$ cat config.mk
export PLATFORM = sky130hd
export DESIGN_NAME = ascon_aead_seq_flat
export DESIGN_NICKNAME = d
export VERILOG_FILES = /design/src/rtl/ascon_aead_seq_if.sv /design/src/rtl/ascon_aead_seq.sv /design/src/flat_wrapper.sv
export SDC_FILE = /design/constraint.sdc
export NUM_CORES = 1
export LEC_CHECK = 0
export BUFFER_PORTS_ARGS = -buffer_cell sky130_fd_sc_hd__buf_2
export CAP_MARGIN = 15
export CORE_MARGIN = 4
export CORE_UTILIZATION = 25
export DETAILED_ROUTE_END_ITERATION = 12
export GPL_ROUTABILITY_DRIVEN = 0
export SYNTH_ARGS = -nofsm -noshare
export SYNTH_HDL_FRONTEND = slang
export SYNTH_SLANG_ARGS = --single-unit
$ cat constraint.sdc
create_clock -name clock_i -period 2.48 [get_ports clock_i]
set_input_delay 0.496 -clock clock_i [delete_from_list [all_inputs] [get_ports clock_i]]
set_output_delay 0.496 -clock clock_i [all_outputs]
set_load 0.03 [all_outputs]
$ cat src/rtl/ascon_aead_seq_if.sv
// Host/datapath bundle for the Ascon AEAD control sequencer.
// Latency: none, this is wiring only; slave = sequencer, master = host/datapath side.
// Backpressure: data_valid_i/data_ready_o form a valid-ready pair; a block moves when both are high.
// Optional: ASCON_TAG_CHECK_EN adds tag_eq_i (datapath tag compare) and auth_ok_o.
interface ascon_aead_seq_if #(
    parameter int CNT_W = 4
);
    logic             start_i;
    logic             dec_i;
    logic [CNT_W-1:0] nb_ad_i;
    logic [CNT_W-1:0] nb_msg_i;
    logic             data_valid_i;
    logic             data_ready_o;
    logic [3:0]       round_o;
    logic             perm_en_o;
    logic             load_init_o;
    logic             xor_data_o;
    logic             replace_rate_o;
    logic             xor_key_begin_o;
    logic             xor_key_end_o;
    logic             xor_domain_o;
    logic             en_reg_cipher_o;
    logic             en_reg_tag_o;
    logic             cipher_valid_o;
    logic             busy_o;
    logic             done_o;
    logic             tag_valid_o;
`ifdef ASCON_TAG_CHECK_EN
    logic             tag_eq_i;
    logic             auth_ok_o;

    modport slave (
        input  start_i, dec_i, nb_ad_i, nb_msg_i, data_valid_i, tag_eq_i,
        output data_ready_o, round_o, perm_en_o, load_init_o, xor_data_o,
               replace_rate_o, xor_key_begin_o, xor_key_end_o, xor_domain_o,
               en_reg_cipher_o, en_reg_tag_o, cipher_valid_o, busy_o, done_o,
               tag_valid_o, auth_ok_o
    );
    modport master (
        output start_i, dec_i, nb_ad_i, nb_msg_i, data_valid_i, tag_eq_i,
        input  data_ready_o, round_o, perm_en_o, load_init_o, xor_data_o,
               replace_rate_o, xor_key_begin_o, xor_key_end_o, xor_domain_o,
               en_reg_cipher_o, en_reg_tag_o, cipher_valid_o, busy_o, done_o,
               tag_valid_o, auth_ok_o
    );
`else
    modport slave (
        input  start_i, dec_i, nb_ad_i, nb_msg_i, data_valid_i,
        output data_ready_o, round_o, perm_en_o, load_init_o, xor_data_o,
               replace_rate_o, xor_key_begin_o, xor_key_end_o, xor_domain_o,
               en_reg_cipher_o, en_reg_tag_o, cipher_valid_o, busy_o, done_o,
               tag_valid_o
    );
    modport master (
        output start_i, dec_i, nb_ad_i, nb_msg_i, data_valid_i,
        input  data_ready_o, round_o, perm_en_o, load_init_o, xor_data_o,
               replace_rate_o, xor_key_begin_o, xor_key_end_o, xor_domain_o,
               en_reg_cipher_o, en_reg_tag_o, cipher_valid_o, busy_o, done_o,
               tag_valid_o
    );
`endif
endinterface

$ cat src/rtl/ascon_aead_seq.sv
// Ascon AEAD control sequencer: per-op AD/message block counts, encrypt and decrypt.
// Latency: start to done_o = 1 + RA + nb_ad*RB + (nb_msg-1)*RB + RA + 1 cycles plus host wait cycles.
// Backpressure: *_WAIT states hold data_ready_o high and stall with no output change until data_valid_i.
// Ports: clock_i/reset_i (async active-high); bus (ascon_aead_seq_if.slave) carries start/config,
//   the data block handshake, datapath strobes/round index and the registered status outputs.
// Optional: ASCON_TAG_CHECK_EN enables tag_eq_i sampling in DONE and the auth_ok_o result.
module ascon_aead_seq #(
    parameter int ROUNDS_A = 12,
    parameter int ROUNDS_B = 8,
    parameter int CNT_W    = 4
) (
    input  logic                clock_i,
    input  logic                reset_i,
    ascon_aead_seq_if.slave     bus
);

    typedef enum logic [2:0] {
        S_IDLE, S_INIT, S_AD_WAIT, S_AD_PERM, S_MSG_WAIT, S_MSG_PERM, S_FINAL, S_DONE
    } state_t;

    // First round index of each permutation; both end at round 11.
    localparam logic [3:0] K_A0   = 4'(12 - ROUNDS_A);
    localparam logic [3:0] K_B0   = 4'(12 - ROUNDS_B);
    localparam logic [3:0] K_LAST = 4'd11;

    state_t           state_q, state_d;
    logic [3:0]       rnd_q, rnd_d;
    logic [CNT_W-1:0] ad_cnt_q, ad_cnt_d;
    logic [CNT_W-1:0] msg_cnt_q, msg_cnt_d;
    logic [CNT_W-1:0] nb_ad_q, nb_ad_d;
    logic [CNT_W-1:0] nb_msg_q, nb_msg_d;
    logic             dec_q, dec_d;
    logic             cipher_valid_q, cipher_valid_d;
    logic             done_q, done_d;
    logic             tag_valid_q, tag_valid_d;
`ifdef ASCON_TAG_CHECK_EN
    logic             auth_ok_q, auth_ok_d;
`endif

    logic       in_wait;
    logic       accept;
    logic       last_ad;
    logic       last_msg;
    logic [3:0] cur_k;
    logic       last_round;
    logic       start_acc;

    // Shared decode. In a WAIT state the accept cycle is itself round 1 of the
    // next permutation, so the displayed round is that permutation's first index.
    always_comb begin
        in_wait   = (state_q == S_AD_WAIT) || (state_q == S_MSG_WAIT);
        accept    = in_wait && bus.data_valid_i;
        last_ad   = (ad_cnt_q == nb_ad_q - CNT_W'(1));
        last_msg  = (msg_cnt_q == nb_msg_q - CNT_W'(1));
        start_acc = (state_q == S_IDLE) && bus.start_i;
        case (state_q)
            S_AD_WAIT:  cur_k = K_B0;
            S_MSG_WAIT: cur_k = last_msg ? K_A0 : K_B0;
            default:    cur_k = rnd_q;
        endcase
        last_round = (cur_k == K_LAST);
    end

    // State and counter registers.
    always_ff @(posedge clock_i or posedge reset_i) begin
        if (reset_i) begin
            state_q        <= S_IDLE;
            rnd_q          <= '0;
            ad_cnt_q       <= '0;
            msg_cnt_q      <= '0;
            nb_ad_q        <= '0;
            nb_msg_q       <= '0;
            dec_q          <= 1'b0;
            cipher_valid_q <= 1'b0;
            done_q         <= 1'b0;
            tag_valid_q    <= 1'b0;
`ifdef ASCON_TAG_CHECK_EN
            auth_ok_q      <= 1'b0;
`endif
        end else begin
            state_q        <= state_d;
            rnd_q          <= rnd_d;
            ad_cnt_q       <= ad_cnt_d;
            msg_cnt_q      <= msg_cnt_d;
            nb_ad_q        <= nb_ad_d;
            nb_msg_q       <= nb_msg_d;
            dec_q          <= dec_d;
            cipher_valid_q <= cipher_valid_d;
            done_q         <= done_d;
            tag_valid_q    <= tag_valid_d;
`ifdef ASCON_TAG_CHECK_EN
            auth_ok_q      <= auth_ok_d;
`endif
        end
    end

    // Next state and counters.
    always_comb begin
        state_d   = state_q;
        rnd_d     = rnd_q;
        ad_cnt_d  = ad_cnt_q;
        msg_cnt_d = msg_cnt_q;
        nb_ad_d   = nb_ad_q;
        nb_msg_d  = nb_msg_q;
        dec_d     = dec_q;
        case (state_q)
            S_IDLE: begin
                if (bus.start_i) begin
                    state_d   = S_INIT;
                    rnd_d     = K_A0;
                    ad_cnt_d  = '0;
                    msg_cnt_d = '0;
                    dec_d     = bus.dec_i;
                    nb_ad_d   = bus.nb_ad_i;
                    // A zero message count still runs one (final) block.
                    nb_msg_d  = (bus.nb_msg_i == '0) ? CNT_W'(1) : bus.nb_msg_i;
                end
            end
            S_INIT: begin
                if (last_round) state_d = (nb_ad_q != '0) ? S_AD_WAIT : S_MSG_WAIT;
                else            rnd_d   = rnd_q + 4'd1;
            end
            S_AD_WAIT: begin
                if (accept) begin
                    if (last_round) begin
                        // Single-round p^b: block completes on the accept cycle.
                        ad_cnt_d = ad_cnt_q + CNT_W'(1);
                        state_d  = last_ad ? S_MSG_WAIT : S_AD_WAIT;
                    end else begin
                        rnd_d   = cur_k + 4'd1;
                        state_d = S_AD_PERM;
                    end
                end
            end
            S_AD_PERM: begin
                if (last_round) begin
                    ad_cnt_d = ad_cnt_q + CNT_W'(1);
                    state_d  = last_ad ? S_MSG_WAIT : S_AD_WAIT;
                end else begin
                    rnd_d = rnd_q + 4'd1;
                end
            end
            S_MSG_WAIT: begin
                if (accept) begin
                    if (last_msg) begin
                        if (last_round) state_d = S_DONE;
                        else begin
                            rnd_d   = cur_k + 4'd1;
                            state_d = S_FINAL;
                        end
                    end else if (last_round) begin
                        msg_cnt_d = msg_cnt_q + CNT_W'(1);
                    end else begin
                        rnd_d   = cur_k + 4'd1;
                        state_d = S_MSG_PERM;
                    end
                end
            end
            S_MSG_PERM: begin
                if (last_round) begin
                    msg_cnt_d = msg_cnt_q + CNT_W'(1);
                    state_d   = S_MSG_WAIT;
                end else begin
                    rnd_d = rnd_q + 4'd1;
                end
            end
            S_FINAL: begin
                if (last_round) state_d = S_DONE;
                else            rnd_d   = rnd_q + 4'd1;
            end
            S_DONE:  state_d = S_IDLE;
            default: state_d = S_IDLE;
        endcase
    end

    // Strobes (combinational) and next values of the registered status outputs.
    always_comb begin
        logic perm_state;
        logic fin_end;
        logic ad_end;
        perm_state = (state_q == S_INIT) || (state_q == S_AD_PERM) ||
                     (state_q == S_MSG_PERM) || (state_q == S_FINAL);
        fin_end    = last_round && ((state_q == S_FINAL) ||
                     ((state_q == S_MSG_WAIT) && accept && last_msg));
        ad_end     = last_round && last_ad &&
                     ((state_q == S_AD_PERM) || ((state_q == S_AD_WAIT) && accept));

        bus.data_ready_o    = in_wait;
        bus.round_o         = (state_q == S_IDLE || state_q == S_DONE) ? 4'd0 : cur_k;
        bus.perm_en_o       = perm_state || accept;
        bus.load_init_o     = (state_q == S_INIT) && (rnd_q == K_A0);
        bus.xor_data_o      = accept;
        bus.replace_rate_o  = accept && (state_q == S_MSG_WAIT) && dec_q;
        bus.xor_key_begin_o = accept && (state_q == S_MSG_WAIT) && last_msg;
        bus.xor_key_end_o   = ((state_q == S_INIT) && last_round) || fin_end;
        bus.xor_domain_o    = ((state_q == S_INIT) && last_round && (nb_ad_q == '0)) || ad_end;
        bus.en_reg_cipher_o = accept && (state_q == S_MSG_WAIT);
        bus.en_reg_tag_o    = fin_end;
        bus.busy_o          = (state_q != S_IDLE);

        cipher_valid_d = accept && (state_q == S_MSG_WAIT);
        done_d         = (state_q == S_DONE);
        if (state_q == S_DONE) tag_valid_d = 1'b1;
        else if (start_acc)    tag_valid_d = 1'b0;
        else                   tag_valid_d = tag_valid_q;
`ifdef ASCON_TAG_CHECK_EN
        // Encrypt never authenticates, so dec_q gates the comparator.
        if (state_q == S_DONE) auth_ok_d = dec_q && bus.tag_eq_i;
        else if (start_acc)    auth_ok_d = 1'b0;
        else                   auth_ok_d = auth_ok_q;
`endif
    end

    assign bus.cipher_valid_o = cipher_valid_q;
    assign bus.done_o         = done_q;
    assign bus.tag_valid_o    = tag_valid_q;
`ifdef ASCON_TAG_CHECK_EN
    assign bus.auth_ok_o      = auth_ok_q;
`endif

endmodule
$ cat src/flat_wrapper.sv
// flat-port wrapper written by rule: the top's interface ports become plain ports
module ascon_aead_seq_flat 
#(
    parameter int ROUNDS_A = 12,
    parameter int ROUNDS_B = 8,
    parameter int CNT_W    = 4
)
  (clock_i, reset_i, bus_start_i, bus_dec_i, bus_nb_ad_i, bus_nb_msg_i, bus_data_valid_i, bus_data_ready_o, bus_round_o, bus_perm_en_o, bus_load_init_o, bus_xor_data_o, bus_replace_rate_o, bus_xor_key_begin_o, bus_xor_key_end_o, bus_xor_domain_o, bus_en_reg_cipher_o, bus_en_reg_tag_o, bus_cipher_valid_o, bus_busy_o, bus_done_o, bus_tag_valid_o);
  ascon_aead_seq_if #(.CNT_W(CNT_W)) bus_i ();
  input  logic clock_i;
  input  logic reset_i;
  input wire logic [$bits(bus_i.start_i)-1:0] bus_start_i;
  input wire logic [$bits(bus_i.dec_i)-1:0] bus_dec_i;
  input wire logic [$bits(bus_i.nb_ad_i)-1:0] bus_nb_ad_i;
  input wire logic [$bits(bus_i.nb_msg_i)-1:0] bus_nb_msg_i;
  input wire logic [$bits(bus_i.data_valid_i)-1:0] bus_data_valid_i;
  output wire logic [$bits(bus_i.data_ready_o)-1:0] bus_data_ready_o;
  output wire logic [$bits(bus_i.round_o)-1:0] bus_round_o;
  output wire logic [$bits(bus_i.perm_en_o)-1:0] bus_perm_en_o;
  output wire logic [$bits(bus_i.load_init_o)-1:0] bus_load_init_o;
  output wire logic [$bits(bus_i.xor_data_o)-1:0] bus_xor_data_o;
  output wire logic [$bits(bus_i.replace_rate_o)-1:0] bus_replace_rate_o;
  output wire logic [$bits(bus_i.xor_key_begin_o)-1:0] bus_xor_key_begin_o;
  output wire logic [$bits(bus_i.xor_key_end_o)-1:0] bus_xor_key_end_o;
  output wire logic [$bits(bus_i.xor_domain_o)-1:0] bus_xor_domain_o;
  output wire logic [$bits(bus_i.en_reg_cipher_o)-1:0] bus_en_reg_cipher_o;
  output wire logic [$bits(bus_i.en_reg_tag_o)-1:0] bus_en_reg_tag_o;
  output wire logic [$bits(bus_i.cipher_valid_o)-1:0] bus_cipher_valid_o;
  output wire logic [$bits(bus_i.busy_o)-1:0] bus_busy_o;
  output wire logic [$bits(bus_i.done_o)-1:0] bus_done_o;
  output wire logic [$bits(bus_i.tag_valid_o)-1:0] bus_tag_valid_o;
  assign bus_i.start_i = bus_start_i;
  assign bus_i.dec_i = bus_dec_i;
  assign bus_i.nb_ad_i = bus_nb_ad_i;
  assign bus_i.nb_msg_i = bus_nb_msg_i;
  assign bus_i.data_valid_i = bus_data_valid_i;
  assign bus_data_ready_o = bus_i.data_ready_o;
  assign bus_round_o = bus_i.round_o;
  assign bus_perm_en_o = bus_i.perm_en_o;
  assign bus_load_init_o = bus_i.load_init_o;
  assign bus_xor_data_o = bus_i.xor_data_o;
  assign bus_replace_rate_o = bus_i.replace_rate_o;
  assign bus_xor_key_begin_o = bus_i.xor_key_begin_o;
  assign bus_xor_key_end_o = bus_i.xor_key_end_o;
  assign bus_xor_domain_o = bus_i.xor_domain_o;
  assign bus_en_reg_cipher_o = bus_i.en_reg_cipher_o;
  assign bus_en_reg_tag_o = bus_i.en_reg_tag_o;
  assign bus_cipher_valid_o = bus_i.cipher_valid_o;
  assign bus_busy_o = bus_i.busy_o;
  assign bus_done_o = bus_i.done_o;
  assign bus_tag_valid_o = bus_i.tag_valid_o;
  ascon_aead_seq #(.ROUNDS_A(ROUNDS_A), .ROUNDS_B(ROUNDS_B), .CNT_W(CNT_W)) u_core (.clock_i(clock_i), .reset_i(reset_i), .bus(bus_i));
endmodule
### After elaboration in Yosys (flattened, before gate mapping)

Index checks and enable logic that the tools add are counted.
Widths: inputs -> output; s select.

| word-level totals | value |
|---|---|
| flip-flop bits (word level) | 27 |
| output and inout port bits | 18 |
| word-level logic and storage cells | 109 |

| cells by class | value |
|---|---|
| add/subtract/negate cells | 6 |
| equal/unequal tests | 22 |
| muxes and demuxes | 32 |
| reduce and logical (&&, ||, !) cells | 39 |

Operators by type and width:

| kind | number |
|---|---|
| $mux 4 | 11 |
| $mux 3 | 13 |
| $pmux 4 s3 | 3 |
| $pmux 3 s8 | 1 |
| $add 4x1->4 const B | 4 |
| $ne 2x1->1 const B | 7 |
| $eq 3x3->1 const B | 4 |
| $logic_and 1x1->1 | 12 |
| $logic_not 4->1 | 3 |
| $logic_or 1x1->1 | 10 |
| $reduce_bool 3->1 | 3 |
| $eq 4x4->1 | 2 |
| $ne 2x2->1 const B | 4 |
| $pmux 4 s2 | 1 |
| $reduce_and 8->1 | 1 |
| $reduce_bool 4->1 | 2 |
| $sub 4x1->4 const B | 2 |
| $eq 3x2->1 const B | 2 |
| $reduce_and 5->1 | 1 |
| $eq 4x4->1 const B | 1 |
| $reduce_and 4->1 | 1 |
| $reduce_or 4->1 | 1 |
| $eq 3x1->1 const B | 1 |
| $logic_not 3->1 | 1 |
| 6 further kinds | 8 |

### Logic depth before layout (Yosys ltp)

| depth | value |
|---|---|
| depth in word-level cells | 9 |
| depth in mapped cells | 8 |
| depth with buffers taken out | 7 |

### Worst setup path before layout

No wires, ideal clock.

| path | value |
|---|---|
| kind | reg-to-output |
| from | reg u_core.nb_ad_q[0] |
| to | out bus_xor_domain_o |
| arrival | 2062 ps |
| setup slack | -78 ps |
| stages on the path, launching flop included | 7 |
| buffers on the path | 0 |
| cell sequence | dfrtp_1 -> inv_1 -> ha_1 -> xnor2_1 -> nor4_1 -> nand2_1 -> a211oi_1 |

| on the way | value |
|---|---|
| cells in the longest elaborated chain, start to end | 5 |
| elaborated cells between the ends (all ways) | 7 |

Ends and longest elaborated chain:

| item | line | source |
|---|---|---|
| start: declaration | ascon_aead_seq.sv:30 | `logic [CNT_W-1:0] nb_ad_q, nb_ad_d;` |
| start signal: assignment | ascon_aead_seq.sv:85 | `nb_ad_q <= nb_ad_d;` |
| $sub 4x1->4 | ascon_aead_seq.sv:53 | `last_ad = (ad_cnt_q == nb_ad_q - CNT_W'(1));` |
| $eq 4x4->1 | ascon_aead_seq.sv:53 |  |
| $logic_and 1x1->1 (2 in a row) | ascon_aead_seq.sv:185 | `ad_end = last_round && last_ad &&` |
| $logic_or 1x1->1 * | ascon_aead_seq.sv:196 | `bus.xor_domain_o = ((state_q == S_INIT) && last_round && (nb_ad_q == '0)) \|\| ad_end;` |
| end: declaration | flat_wrapper.sv:25 | `output wire logic [$bits(bus_i.xor_domain_o)-1:0] bus_xor_domain_o;` |

Every way passes the cells marked *; elsewhere a longest branch is shown, timed or not.

### Worst setup path after layout

Same ends and word-level chain as after synthesis.

==> results by group <==
Drt
  • DR WL/cell: 12.5 um
  • Initial DRC Count: 87
  • Drt total wl: 4180 um
  • Detailed Routing Iterations Pass 1: 4
  • Drt drc: 0
  • Vias per cell: 4.65
  • Remaining antenna violation count: 0
  • Routed vias: 1552

Synth
  • Post-Syn Area: 1750 um2
  • Largest area contributor in the netlist: dfrtp_1
  • Synth Instances: 192
  • #FFs+latches synth: 27
  • Post-synth EDFFs: 0
  • Prevailing post-synth register cell: dfrtp_1
  • Yosys warns: 0
  • Syn_nets: 211
  • Area contributors post-synth: dfrtp_1 (39%), xnor2_1 (7.0%), ha_1 (4.3%), nor2_1 (3.9%), nand2_1 (3.4%)
  • Distinct cells, synth: 50
  • Post-synth top cells: dfrtp_1 (27), nor2_1 (18), nand2_1 (16)
  • Most frequent cell after synthesis: dfrtp_1
  • Top-area cell type share of the netlist area: 38.7%
  • Register area share after synthesis: 38.7%
  • Synth async-reset ratio: 100%
  • Syn_area_per_cell: 9.10 um2

Floorplan
  • Std-Cell Core Area: 6790 um2
  • Initial Util: 25.7%
  • Die H: 91.6 um
  • DIE AREA: 8390 um2
  • Row cnt: 30
  • Chip width: 91.6 um
  • I/O pins: 31

Global route
  • Initial antenna violation count: 0
  • First-pass GRT wire length: 7130 um
  • Vias in the first global route: 1549
  • Largest net degree at the start of global routing: 28
  • GR Util All Layers: 10.3%
  • Grt ovf: 0

Critical path
  • Crit path capture: bus_xor_domain_o
  • WP buf/inv: 2
  • CP Max Fanout: 2
  • CP max stage delay: 0.42 ns
  • Critical path depth in cells: 7
  • Kind of cell adding the most delay to the critical path: simple AND/OR/NAND/NOR gates
  • R2R depth: 13
  • Setup CP Type: reg2out
  • Worst setup path start: u_core.nb_ad_q[0]$_DFFE_PP0P_
  • Worst path arrival time: 1.97 ns
  • CP max-delay cell: dfrtp_1
  • Cell Chain, Critical Path: buf_6, nor3_4, xnor2_2, nor4_2, nand2_1, a211oi_2, buf_4
  • Worst reg2reg endpoint: u_core.state_q[2]$_DFFE_PP0P_
  • RR Startpoint: u_core.nb_ad_q[0]$_DFFE_PP0P_
  • CP endpoint kind: primary output
  • CP startpoint kind: flip-flop
  • Reg2reg setup slack: 0.09 ns
  • Worst Path Required: 1.98 ns

Clock network
  • Clock Sinks: 27
  • H-Tree Depth: 1
  • CTS Hold Bufs: 0
  • Clock buffer count from CTS: 3
  • CTS tree: built
  • Worst skew pair latency: 0.28 ns
  • Max clock buf depth: 2
  • CTS clk-pin slew, worst paths: 0.11 ns
  • Root Driver: clkbuf_8

STA
  • Worst-margin pin slew: 0.592 ns
  • Final min period: 2.47 ns
  • Hold Fails Final Rpt: 0
  • Unrepaired setup endpoints after global routing: yes
  • Hold WS: 0.263 ns
  • Clock skew: 0.00234 ns
  • Fmax: 405 MHz
  • Final Cycle Share: 99.5%
  • Worst rel slew slack: 60.5%
  • Final Max Tran Viols: 0
  • Count of final setup violators: 0

Final layout
  • Layout cells sized above 1: 34.0%
  • Fill cells: 723
  • Util after Layout: 33.2%
  • Area of the multi-input gates: 1030 um2
  • Final net count: 258
  • Antenna Cells: 0
  • Register area: 677 um2
  • P&R area growth vs syn: 29.2%

Power and ir drop
  • Worst ir drop on vdd: 0.421 mV
  • Power Total: 2.51 mW
  • Power per cell area: 1110 nW/um2
  • Lkg Pwr: 1.04 nW

Place
  • IO buf count: 30
  • Detailed placement HPWL: 3020 um

Worst hold path
  • HP Class: in2async

Run
  • Max-Cap Viols: 0

Run status
  • Outcome: completed
## routing by layer
metal	routed length, um	GRT usage, %	up-vias
li1	-	-	766
met1	1910	13.2	753
met2	2070	18.2	33
met3	195	2.49	0
met4	0	0.754	0
met5	0	0	-
## stage by stage
stage	instances	cell area [um2]	setup slack [ns]	setup TNS, ns
6_report	334	2260	0.0118	0
3_5_place_dp	314	2020	0.0893	0
4_1_cts	331	2200	-0.0203	-0.0203
2_1_floorplan	192	1750	0.175	0
5_1_grt	334	2260	-0.0762	-0.0863
3_3_place_gp	314	2020	0.133	0
## timing repair
item | in CTS | in global routing
setup buffers | 13 | 3
gates resized for setup | 8 | 9
pin swaps | 5 | 1
endpoints found under the setup margin | 2 | 9
## sequential cells by signal, summed over array words and instances, names as in the netlist
register	count
u_core.nb_ad_q	4
u_core.dec_q	1
u_core.nb_msg_q	4
u_core.state_q	3
u_core.ad_cnt_q	4
u_core.bus.done_o	1
u_core.msg_cnt_q	4
u_core.rnd_q	4
u_core.bus.cipher_valid_o	1
u_core.bus.tag_valid_o	1
## cell usage in the layout, fill, tap and decap left out, types with 2 or more instances in the layout
cell type,count
nand3_1,3
a211oi_2,2
nor2b_1,3
inv_2,2
mux2i_1,2
nand4_1,3
a21oi_1,5
buf_2,28
xnor2_2,3
xnor2_1,11
buf_6,2
mux2_2,5
dfrtp_1,26
nor2_1,18
and3_1,3
nor3_1,8
xor2_1,6
clkbuf_8,3
o22ai_1,2
o31ai_1,4
o21ai_0,9
a211oi_1,2
o31ai_2,2
buf_4,21
ha_1,5
and2_1,3
nand2_1,16
a221oi_1,2
inv_1,11
## worst reg2reg max path: cells and delay by family, from the launching register on
kind	cells	cell delay, ns
XOR/XNOR	1	0.08
buffers and inverters	8	1.00
flip-flops	1	0.42
AO/OA/AOI/OAI	1	0.15
AND/OR/NAND/NOR	3	0.65
## layout make-up
type                            instances  share of cell area, %
Multi-Input combinational cell        142                   45.8
Clock inverter                          1                  0.388
Sequential cell                        27                   30.0
Tap cell                               96                   5.32
Timing Repair Buffer                   52                   14.5
Inverter                               13                   2.16
Clock buffer                            3                   1.83
## power breakdown
part / total, mW / switching (mW) / internal, mW
Clock: 0.277 / 0.159 / 0.118
Sequential: 0.829 / 0.226 / 0.603
Combinational: 1.40 / 0.716 / 0.687
## cell families after synthesis
logic type | synth area share (%)
AOI/OAI and AO/OA | 15.5
xor gates and xnor gates | 10.0
adders and majority gates | 4.30
buffers and inverters | 5.73
DFF | 38.7
muxes | 4.37
and+or+nand+nor | 21.3
## worst min-delay path by stage
stage | from | endpoint | cells past startpoint
global placement | u_core.dec_q$_DFFE_PP0P_ | u_core.dec_q$_DFFE_PP0P_ | 1
floorplan | u_core.dec_q$_DFFE_PP0P_ | u_core.dec_q$_DFFE_PP0P_ | 1
CTS | reset_i | u_core.nb_ad_q[2]$_DFFE_PP0P_ | 3
finish | reset_i | u_core.nb_ad_q[3]$_DFFE_PP0P_ | 3
global route | reset_i | u_core.nb_ad_q[2]$_DFFE_PP0P_ | 3
detailed placement | u_core.dec_q$_DFFE_PP0P_ | u_core.dec_q$_DFFE_PP0P_ | 1
(Power assumes the default switching activity.)
